===== src/rtl/memory_island_pkg.sv =====
// Shared types for the memory island bank front end.
// Request/tag bundles and the response source encoding.
package memory_island_pkg;

  typedef struct packed {
    int unsigned AddrWidth;
    int unsigned DataWidth;
  } mem_cfg_t;

  localparam mem_cfg_t MemCfg = '{AddrWidth: 10, DataWidth: 32};

  localparam int unsigned MemAw = MemCfg.AddrWidth;
  localparam int unsigned MemDw = MemCfg.DataWidth;
  localparam int unsigned MemSw = MemDw / 8;

  typedef enum logic {
    SRC_NARROW = 1'b0,
    SRC_WIDE   = 1'b1
  } src_e;

  typedef struct packed {
    logic             we;
    logic [MemAw-1:0] addr;
    logic [MemDw-1:0] wdata;
    logic [MemSw-1:0] be;
  } mem_req_t;

  typedef struct packed {
    logic valid;
    src_e src;
  } mem_tag_t;

  function automatic int unsigned cnt_width(int unsigned max_val);
    return (max_val == 0) ? 1 : $clog2(max_val + 1);
  endfunction

endpackage


===== src/rtl/memory_island_tag_pipe.sv =====
// Generic N-stage valid/payload shift register.
// Synchronous clear drops every in-flight entry.
module memory_island_tag_pipe
  import memory_island_pkg::*;
#(
  parameter int unsigned Depth = 1,
  parameter int unsigned Width = 1
) (
  input  logic             clk_i,
  input  logic             rst_i,
  input  logic             valid_i,
  input  logic [Width-1:0] data_i,
  output logic             valid_o,
  output logic [Width-1:0] data_o
);

  logic [Depth-1:0]            valid_d, valid_q;
  logic [Depth-1:0][Width-1:0] data_d, data_q;

  always_comb begin
    valid_d    = '0;
    data_d     = '0;
    valid_d[0] = valid_i;
    data_d[0]  = data_i;
    for (int i = 1; i < Depth; i++) begin
      valid_d[i] = valid_q[i-1];
      data_d[i]  = data_q[i-1];
    end
  end

  always_ff @(posedge clk_i) begin
    if (rst_i) begin
      valid_q <= '0;
      data_q  <= '0;
    end else begin
      valid_q <= valid_d;
      data_q  <= data_d;
    end
  end

  assign valid_o = valid_q[Depth-1];
  assign data_o  = data_q[Depth-1];

endmodule


===== src/rtl/memory_island_bank_arbiter.sv =====
// Per-bank arbiter: narrow and wide-slice ports onto one SRAM bank.
// Narrow wins by default; a wait counter lifts a starved wide port.
module memory_island_bank_arbiter
  import memory_island_pkg::*;
#(
  parameter int unsigned AddrWidth         = 10,
  parameter int unsigned DataWidth         = 32,
  parameter int unsigned StrbWidth         = DataWidth / 8,
  parameter int unsigned BankAccessLatency = 1,
  parameter int unsigned WidePriorityWait  = 4
) (
  input  logic                 clk_i,
  input  logic                 rst_i,
  input  logic                 narrow_req_i,
  output logic                 narrow_gnt_o,
  input  logic                 narrow_we_i,
  input  logic [AddrWidth-1:0] narrow_addr_i,
  input  logic [DataWidth-1:0] narrow_wdata_i,
  input  logic [StrbWidth-1:0] narrow_be_i,
  output logic                 narrow_rvalid_o,
  output logic [DataWidth-1:0] narrow_rdata_o,
  input  logic                 wide_req_i,
  output logic                 wide_gnt_o,
  input  logic                 wide_we_i,
  input  logic [AddrWidth-1:0] wide_addr_i,
  input  logic [DataWidth-1:0] wide_wdata_i,
  input  logic [StrbWidth-1:0] wide_be_i,
  output logic                 wide_rvalid_o,
  output logic [DataWidth-1:0] wide_rdata_o,
  output logic                 bank_req_o,
  output logic                 bank_we_o,
  output logic [AddrWidth-1:0] bank_addr_o,
  output logic [DataWidth-1:0] bank_wdata_o,
  output logic [StrbWidth-1:0] bank_be_o,
  input  logic [DataWidth-1:0] bank_rdata_i
);

  localparam int unsigned CntW = cnt_width(WidePriorityWait);
  localparam logic [CntW-1:0] CntMax = CntW'(WidePriorityWait);

  if (BankAccessLatency < 1) begin : g_lat_chk
    $error("BankAccessLatency must be >= 1");
  end

  typedef struct packed {
    logic                 we;
    logic [AddrWidth-1:0] addr;
    logic [DataWidth-1:0] wdata;
    logic [StrbWidth-1:0] be;
  } req_t;

  req_t     narrow_req, wide_req, bank_req;
  logic     wide_prio;
  logic     tag_valid, tag_src;
  mem_tag_t tag;

  logic [CntW-1:0] wait_cnt_d, wait_cnt_q;

  assign narrow_req = '{narrow_we_i, narrow_addr_i, narrow_wdata_i, narrow_be_i};
  assign wide_req   = '{wide_we_i, wide_addr_i, wide_wdata_i, wide_be_i};

  assign wide_prio = (WidePriorityWait != 0) && (wait_cnt_q >= CntMax);

  // Nothing is granted while reset is held.
  assign narrow_gnt_o = narrow_req_i && !rst_i && !(wide_req_i && wide_prio);
  assign wide_gnt_o   = wide_req_i && !rst_i && (!narrow_req_i || wide_prio);
  assign bank_req_o   = narrow_gnt_o || wide_gnt_o;

  always_comb begin
    bank_req = '0;
    unique case (1'b1)
      narrow_gnt_o: bank_req = narrow_req;
      wide_gnt_o:   bank_req = wide_req;
      default:      bank_req = '0;
    endcase
  end

  assign bank_we_o    = bank_req.we;
  assign bank_addr_o  = bank_req.addr;
  assign bank_wdata_o = bank_req.wdata;
  assign bank_be_o    = bank_req.be;

  always_comb begin
    wait_cnt_d = wait_cnt_q;
    if (!wide_req_i || wide_gnt_o) begin
      wait_cnt_d = '0;
    end else if (wait_cnt_q < CntMax) begin
      wait_cnt_d = wait_cnt_q + 1'b1;
    end
  end

  always_ff @(posedge clk_i) begin
    if (rst_i) begin
      wait_cnt_q <= '0;
    end else begin
      wait_cnt_q <= wait_cnt_d;
    end
  end

  memory_island_tag_pipe #(
    .Depth(BankAccessLatency),
    .Width(1)
  ) u_tag_pipe (
    .clk_i  (clk_i),
    .rst_i  (rst_i),
    .valid_i(bank_req_o),
    .data_i (wide_gnt_o),
    .valid_o(tag_valid),
    .data_o (tag_src)
  );

  assign tag.valid = tag_valid;
  assign tag.src   = src_e'(tag_src);

  // Responses still in the pipe when reset arrives are suppressed.
  assign narrow_rvalid_o = tag.valid && (tag.src == SRC_NARROW) && !rst_i;
  assign wide_rvalid_o   = tag.valid && (tag.src == SRC_WIDE) && !rst_i;
  assign narrow_rdata_o  = bank_rdata_i;
  assign wide_rdata_o    = bank_rdata_i;

endmodule


===== config.mk =====
export PLATFORM = sky130hd
export DESIGN_NAME = memory_island_bank_arbiter
export DESIGN_NICKNAME = d
export VERILOG_FILES = /design/src/rtl/memory_island_pkg.sv /design/src/rtl/memory_island_tag_pipe.sv /design/src/rtl/memory_island_bank_arbiter.sv
export SDC_FILE = /design/constraint.sdc
export NUM_CORES = 1
export LEC_CHECK = 0
export CORE_ASPECT_RATIO = 0.75
export CORE_MARGIN = 4
export CORE_UTILIZATION = 30
export DETAILED_ROUTE_END_ITERATION = 6
export PLACE_DENSITY = 0.87
export RECOVER_POWER = 25
export SETUP_SLACK_MARGIN = 0.02
export SYNTH_ARGS = -nofsm -noshare
export SYNTH_HDL_FRONTEND = slang
export SYNTH_SLANG_ARGS = --single-unit

===== constraint.sdc =====
create_clock -name clk_i -period 2.5 [get_ports clk_i]
set_input_delay 0.5 -clock clk_i [delete_from_list [all_inputs] [get_ports clk_i]]
set_output_delay 0.5 -clock clk_i [all_outputs]
set_load 0.03 [all_outputs]

==> results.sh, run 1 <==
export IMPL_outcome="finished, final reports clean"
export IMPL_drt_iter0_drc=43
export IMPL_seq_power_share_pct=10.6
export IMPL_grt_pass1_vias=1970
export IMPL_fillCellCount=659
export IMPL_io_pins=246
export IMPL_clock_sinks=5
export IMPL_netlist_area_leader_share_pct=28.4
export IMPL_hold_class="register to register"
export IMPL_gr_usage_all_layers_pct=14.0
export IMPL_dpl_hpwl_um=5130
export IMPL_htree_levels=1
export IMPL_slew_headroom_pct=70.1
export IMPL_fmax_mhz=442
export IMPL_grt_max_degree=68
export IMPL_path_class="primary input to output port"
export IMPL_die_w_um=104
export IMPL_num_vias=1999
export IMPL_r2r_start="wait_cnt_q[2]$_SDFFE_PP0N_"
export IMPL_avgSynthCellArea_um2=8.28
export IMPL_p_int_uw=492
export IMPL_final_area_um2=3150
export IMPL_numPortBuffers=149
export IMPL_grtUsageMet1_pct=16.4
export IMPL_viasPerCell=4.88
export IMPL_worstSetupStartpoint="narrow_req_i"
export IMPL_syn_num_nets=384
export IMPL_multi_input_area_um2=1350
export IMPL_period_share_pct=90.5
export IMPL_ys_seq_area_share_pct=4.78
export IMPL_cts_root_buf="clkbuf_8"
export IMPL_cpMaxStageDelayCell="dlygate4sd2_1"
export IMPL_cp_required_ns=2.00
export IMPL_drt_first_pass_iters=4
export IMPL_diodes=0
export IMPL_register_area_um2=100
export IMPL_grt_busiest_layer="met2"
export IMPL_layout_commonest_cell="clkdlybuf4s50_1"
export IMPL_ir_drop_mv=0.323
export IMPL_final_cell_mix="clkdlybuf4s50_1 (97), nand2b_1 (95), buf_4 (50), o32ai_2 (29), o32ai_1 (17)"
export IMPL_start_util_pct=30.8
export IMPL_postCtsSetupRepairBufs=0
export IMPL_min_path_cells=1
export IMPL_fp_coreArea_um2=6800
export IMPL_fin_hold_ws_ns=0.426
export IMPL_syn_to_final_growth_pct=50.2
export IMPL_leakage_nw=1.19
export IMPL_clock_latency_ns=0.22
export IMPL_worstRegToRegCells=2
export IMPL_clock_skew_ns=0.00394
export IMPL_hold_viol_final=0
export IMPL_rows=26
export IMPL_grt_pass1_wl_um=9890
export IMPL_clock_path_buffers=2
export IMPL_die_area_um2=8400
export IMPL_ys_types=20
export IMPL_drive_gt1_share_pct=29.4
export IMPL_cts_tree="yes"
export IMPL_postSynthCellCount=253
export IMPL_ys_warn_count=0
export IMPL_cts_buffers=3
export IMPL_ant_nets=0
export IMPL_critPathTopFamily="buffers and inverters"
export IMPL_met2_usage_pct=24.1
export IMPL_crit_arrival_ns=1.76
export IMPL_ys_top_cells_by_area="nand2b_1 (28%), o32ai_2 (23%), buf_4 (23%)"
export IMPL_grt_overflow=0
export IMPL_crit_path_start_kind="primary input"
export IMPL_fin_crit_ns=2.26
export IMPL_gr_usage_met3_pct=5.54
export IMPL_power_density_nw_per_um2=253
export IMPL_power_switching_uw=303
export IMPL_cts_hold_buf=0
export IMPL_antenna_found_initial=0
export IMPL_worstPathMaxFanout=15
export IMPL_slowest_delay_ns=0.28
export IMPL_max_cap_violations=0
export IMPL_wl_um=6360
export IMPL_routedWlPerCell_um=15.5
export IMPL_path_common_cell="buf_4"
export IMPL_min_from="wait_cnt_q[0]$_SDFFE_PP0N_"
export IMPL_crit_buf_inv=4
export IMPL_fp_dieH_um=80.4
export IMPL_p_sw_share_pct=38.1
export IMPL_cp_depth=6
export IMPL_power_uw=795
export IMPL_synth_area_leader_cell="nand2b_1"
export IMPL_synth_seq_cells=5
export IMPL_path_clk_slew_ns=0.03
export IMPL_combPwrFrac_pct=70.4
export IMPL_synthesis_area_um2=2090
export IMPL_p_clk_share_pct=19.0
export IMPL_placed_area_um2=3080
export IMPL_path_cells="dlygate4sd2_1 > nor2b_4 > buf_12 > buf_4 > o32ai_2 > buf_4"
export IMPL_place_congestion=0.700
export IMPL_setup_viol=0
export IMPL_num_nets_final=458
export IMPL_drcViolationCount=0
export IMPL_slew_viol_final=0
export IMPL_rsz0062_at_grt="false"
export IMPL_tightestPinTransition_ns=0.449
export IMPL_endpoint_kind="output port"
path summary, 6_finish.rpt:
path                                                    to  slack (ns)
worst min register to register  wait_cnt_q[0]$_SDFFE_PP0N_        0.43
worst min-delay path            wait_cnt_q[0]$_SDFFE_PP0N_        0.43
worst max-delay path                        bank_addr_o[9]        0.24
worst max register to register  wait_cnt_q[1]$_SDFFE_PP0N_        1.56
cell type report:
cell class	instances	share of cell area, %
timing repair buffer	159	48.8
clock buffer	4	1.43
multi-input combinational	157	43.0
sequential	5	3.18
inverter	1	0.199
tap	84	3.34
stage by stage:
step	utilization [%]	cells	setup WS, ns	TNS, ns
2_1_floorplan	-	253	0.376	0
3_3_place_gp	45.3	406	0.0382	0
3_5_place_dp	45.3	406	-0.0378	-0.0382
4_1_cts	46.2	410	0.0150	0
5_1_grt	46.3	410	0.173	0
6_report	46.3	410	0.236	0
per-layer routing:
layer	routed length [um]	vias up
met4	69	0
li1	-	967
met1	2560	902
met2	3060	117
met3	673	13
met5	0	-
worst register-to-register path: cells and delay by family, from the launching register on:
| family | cells | cell delay, ns |
|---|---|---|
| AND/OR/NAND/NOR | 2 | 0.42 |
| flip-flops | 1 | 0.41 |
state kept, by name (all words and copies together), names as in the netlist:
signal / flops
u_tag_pipe.valid_o: 1
wait_cnt_q: 3
u_tag_pipe.data_o: 1
Yosys cell counts:
library cell,number
a21bo_2,1
a21oi_1,1
and2_1,2
and3b_1,1
and4bb_2,1
buf_2,9
buf_4,64
buf_6,8
clkbuf_1,9
dfxtp_1,5
ha_1,1
inv_2,1
nand2b_1,95
nor2_1,3
nor2b_1,1
nor2b_4,1
nor3_1,2
nor3b_1,1
o32ai_1,17
o32ai_2,30
timing repair:
item,in CTS,in global routing
setup endpoints to repair,3,25
gates resized for setup,4,2
endpoints found under the hold margin,0,0
power by group through the flow:
stage	Sequential (mW)	Combinational (mW)	Clock [mW]
detailed placement	0.0852	0.562	0
finish	0.0840	0.560	0.151
global route	0.0840	0.598	0.160
CTS	0.0840	0.566	0.151
floorplan	0.0848	0.485	0
global placement	0.0851	0.551	0
logic make-up (layout without fill, tap and decap cells):
kind of cell	Yosys count	count (layout)	synth area share (%)
buffers and inverters	91	164	31.2
AOI/OAI and AO/OA	49	49	31.1
adders and majority gates	1	1	0.597
and+or+nand+nor	107	107	32.3
DFF	5	5	4.78
(Power assumes the default switching activity.)
==> inputs of run 2 (changes only) <==
- CORE_AREA: default -> 4 4 94 96
- CORE_ASPECT_RATIO: 0.75 -> default
- CORE_MARGIN: 4 -> default
- CORE_UTILIZATION: 30 -> default
- DIE_AREA: default -> 0 0 98 100
- PLACE_DENSITY: 0.87 -> 0.77
- SKIP_LAST_GASP: default -> 1
==> run 2 against run 1 <==
Compared with the run above: count of clock-buffer cells in the layout did not move; worst setup slack got worse by 0.15 ns; clock skew barely moved; non-clock buffer count fell by 2; sequential power barely moved; die area rose by 17%; largest cell class unchanged.
==> results.sh, run 2 (synthesis gave the netlist of run 1 again) <==
export IMPL_crit_path_start_kind="primary input"
export IMPL_numPortBuffers=149
export IMPL_die_area_um2=9800
export IMPL_drt_iter0_drc=56
export IMPL_io_pins=246
export IMPL_dr_wl_met3_um=554
export IMPL_gr_usage_all_layers_pct=12.8
export IMPL_endpoint_kind="output port"
export IMPL_num_nets_final=456
export IMPL_final_cell_mix="clkdlybuf4s50_1 (98), nand2b_1 (95), buf_4 (53), o32ai_2 (30), o32ai_1 (17)"
export IMPL_antenna_found_initial=0
export IMPL_htree_levels=1
export IMPL_drt_met1_wl_um=2360
export IMPL_grt_overflow=0
export IMPL_clock_latency_ns=0.22
export IMPL_fin_hold_ws_ns=0.427
export IMPL_fillCellCount=815
export IMPL_power_uw=783
export IMPL_grt_pass1_vias=2134
export IMPL_fmax_mhz=414
export IMPL_syn_to_final_growth_pct=47.8
export IMPL_drcViolationCount=0
export IMPL_drive_gt1_share_pct=29.6
export IMPL_cts_buffers=3
export IMPL_postCtsSetupRepairBufs=0
export IMPL_fin_crit_ns=2.42
export IMPL_fin_ws_ns=0.0846
export IMPL_drt_first_pass_iters=4
export IMPL_fp_dieH_um=100
export IMPL_clock_skew_ns=0.00406
export IMPL_tightestPinTransition_ns=0.352
export IMPL_leakage_nw=1.15
export IMPL_place_congestion=0.802
export IMPL_grt_pass1_wl_um=10400
export IMPL_outcome="finished, final reports clean"
export IMPL_cts_hold_buf=0
export IMPL_rows=33
export IMPL_path_class="primary input to output port"
export IMPL_place_ws_ns=0.0335
export IMPL_fin_tns_setup_ns=0
export IMPL_max_cap_violations=0
export IMPL_multi_input_area_um2=1340
export IMPL_power_density_nw_per_um2=253
export IMPL_viasPerCell=4.68
export IMPL_crit_arrival_ns=1.92
export IMPL_clock_sinks=5
export IMPL_cp_required_ns=2.00
export IMPL_slew_headroom_pct=76.5
export IMPL_register_area_um2=100
export IMPL_ant_nets=0
export IMPL_path_cells="clkdlybuf4s50_1 > inv_2 > buf_4 > o32ai_2 > buf_4"
export IMPL_clock_path_buffers=2
export IMPL_fp_coreArea_um2=8050
export IMPL_slowest_delay_ns=0.56
export IMPL_diodes=0
export IMPL_hold_viol_final=0
export IMPL_routed_wl_met2_um=3490
export IMPL_path_clk_slew_ns=0.04
export IMPL_cts_root_buf="clkbuf_8"
export IMPL_period_share_pct=96.6
export IMPL_start_util_pct=26.0
export IMPL_ir_drop_mv=0.251
export IMPL_dpl_hpwl_um=5160
export IMPL_num_vias=2009
export IMPL_grt_max_degree=55
export IMPL_routedWlPerCell_um=15.4
export IMPL_path_common_cell="buf_4"
export IMPL_cpMaxStageDelayCell="clkdlybuf4s50_1"
export IMPL_die_w_um=98
export IMPL_setup_viol=0
export IMPL_rsz0062_at_grt="false"
export IMPL_slew_viol_final=0
export IMPL_top_register="wait_cnt_q"
export IMPL_cts_resized=0
export IMPL_top_layer="met4"
export IMPL_wl_um=6590
export IMPL_layout_commonest_cell="clkdlybuf4s50_1"
export IMPL_largest_reg_flops=3
export IMPL_hold_class="register to register"
export IMPL_cts_tree="yes"
export IMPL_worstPathMaxFanout=16
## run 2: where the power goes
part	switching, mW	internal [mW]
clock	0.0413	0.110
sequential	0.00103	0.0829
combinational	0.258	0.291
total	0.300	0.483
## run 2: metrics by stage
stage          utilization (%)  instance area, um^2  std cells
2_1_floorplan                -                 2090        253
3_3_place_gp              37.9                 3050        425
3_5_place_dp              37.9                 3050        425
4_1_cts                   38.4                 3090        429
5_1_grt                   38.5                 3100        429
6_report                  38.5                 3100        429
## run 2: worst paths after layout
path,start,endpoint,slack [ns],cells past startpoint
hold reg to reg,wait_cnt_q[0]$_SDFFE_PP0N_,wait_cnt_q[0]$_SDFFE_PP0N_,0.43,1
setup / recovery,wide_req_i,bank_addr_o[5],0.08,5
hold / removal,wait_cnt_q[0]$_SDFFE_PP0N_,wait_cnt_q[0]$_SDFFE_PP0N_,0.43,1
setup reg to reg,wait_cnt_q[2]$_SDFFE_PP0N_,wait_cnt_q[2]$_SDFFE_PP0N_,1.55,2
## run 2: cell type report
cell class                      count  share of cell area (%)
Timing Repair Buffer              157                    47.6
Multi-Input combinational cell    157                    43.3
Inverter                            1                   0.121
Tap cell                          105                    4.24
Sequential cell                     5                    3.23
Clock buffer                        4                    1.45
## run 2: layer usage
| layer | vias to the layer above | global-route usage, % |
|---|---|---|
| met5 | - | 0 |
| met4 | 0 | 5.01 |
| met3 | 24 | 2.92 |
| met2 | 95 | 24.6 |
| met1 | 928 | 13.4 |
| li1 | 962 | - |
## run 2: critical path: cells and delay by family
| family | cells | cell delay, ns |
|---|---|---|
| AO/OA/AOI/OAI | 1 | 0.31 |
| buffers and inverters | 4 | 1.09 |
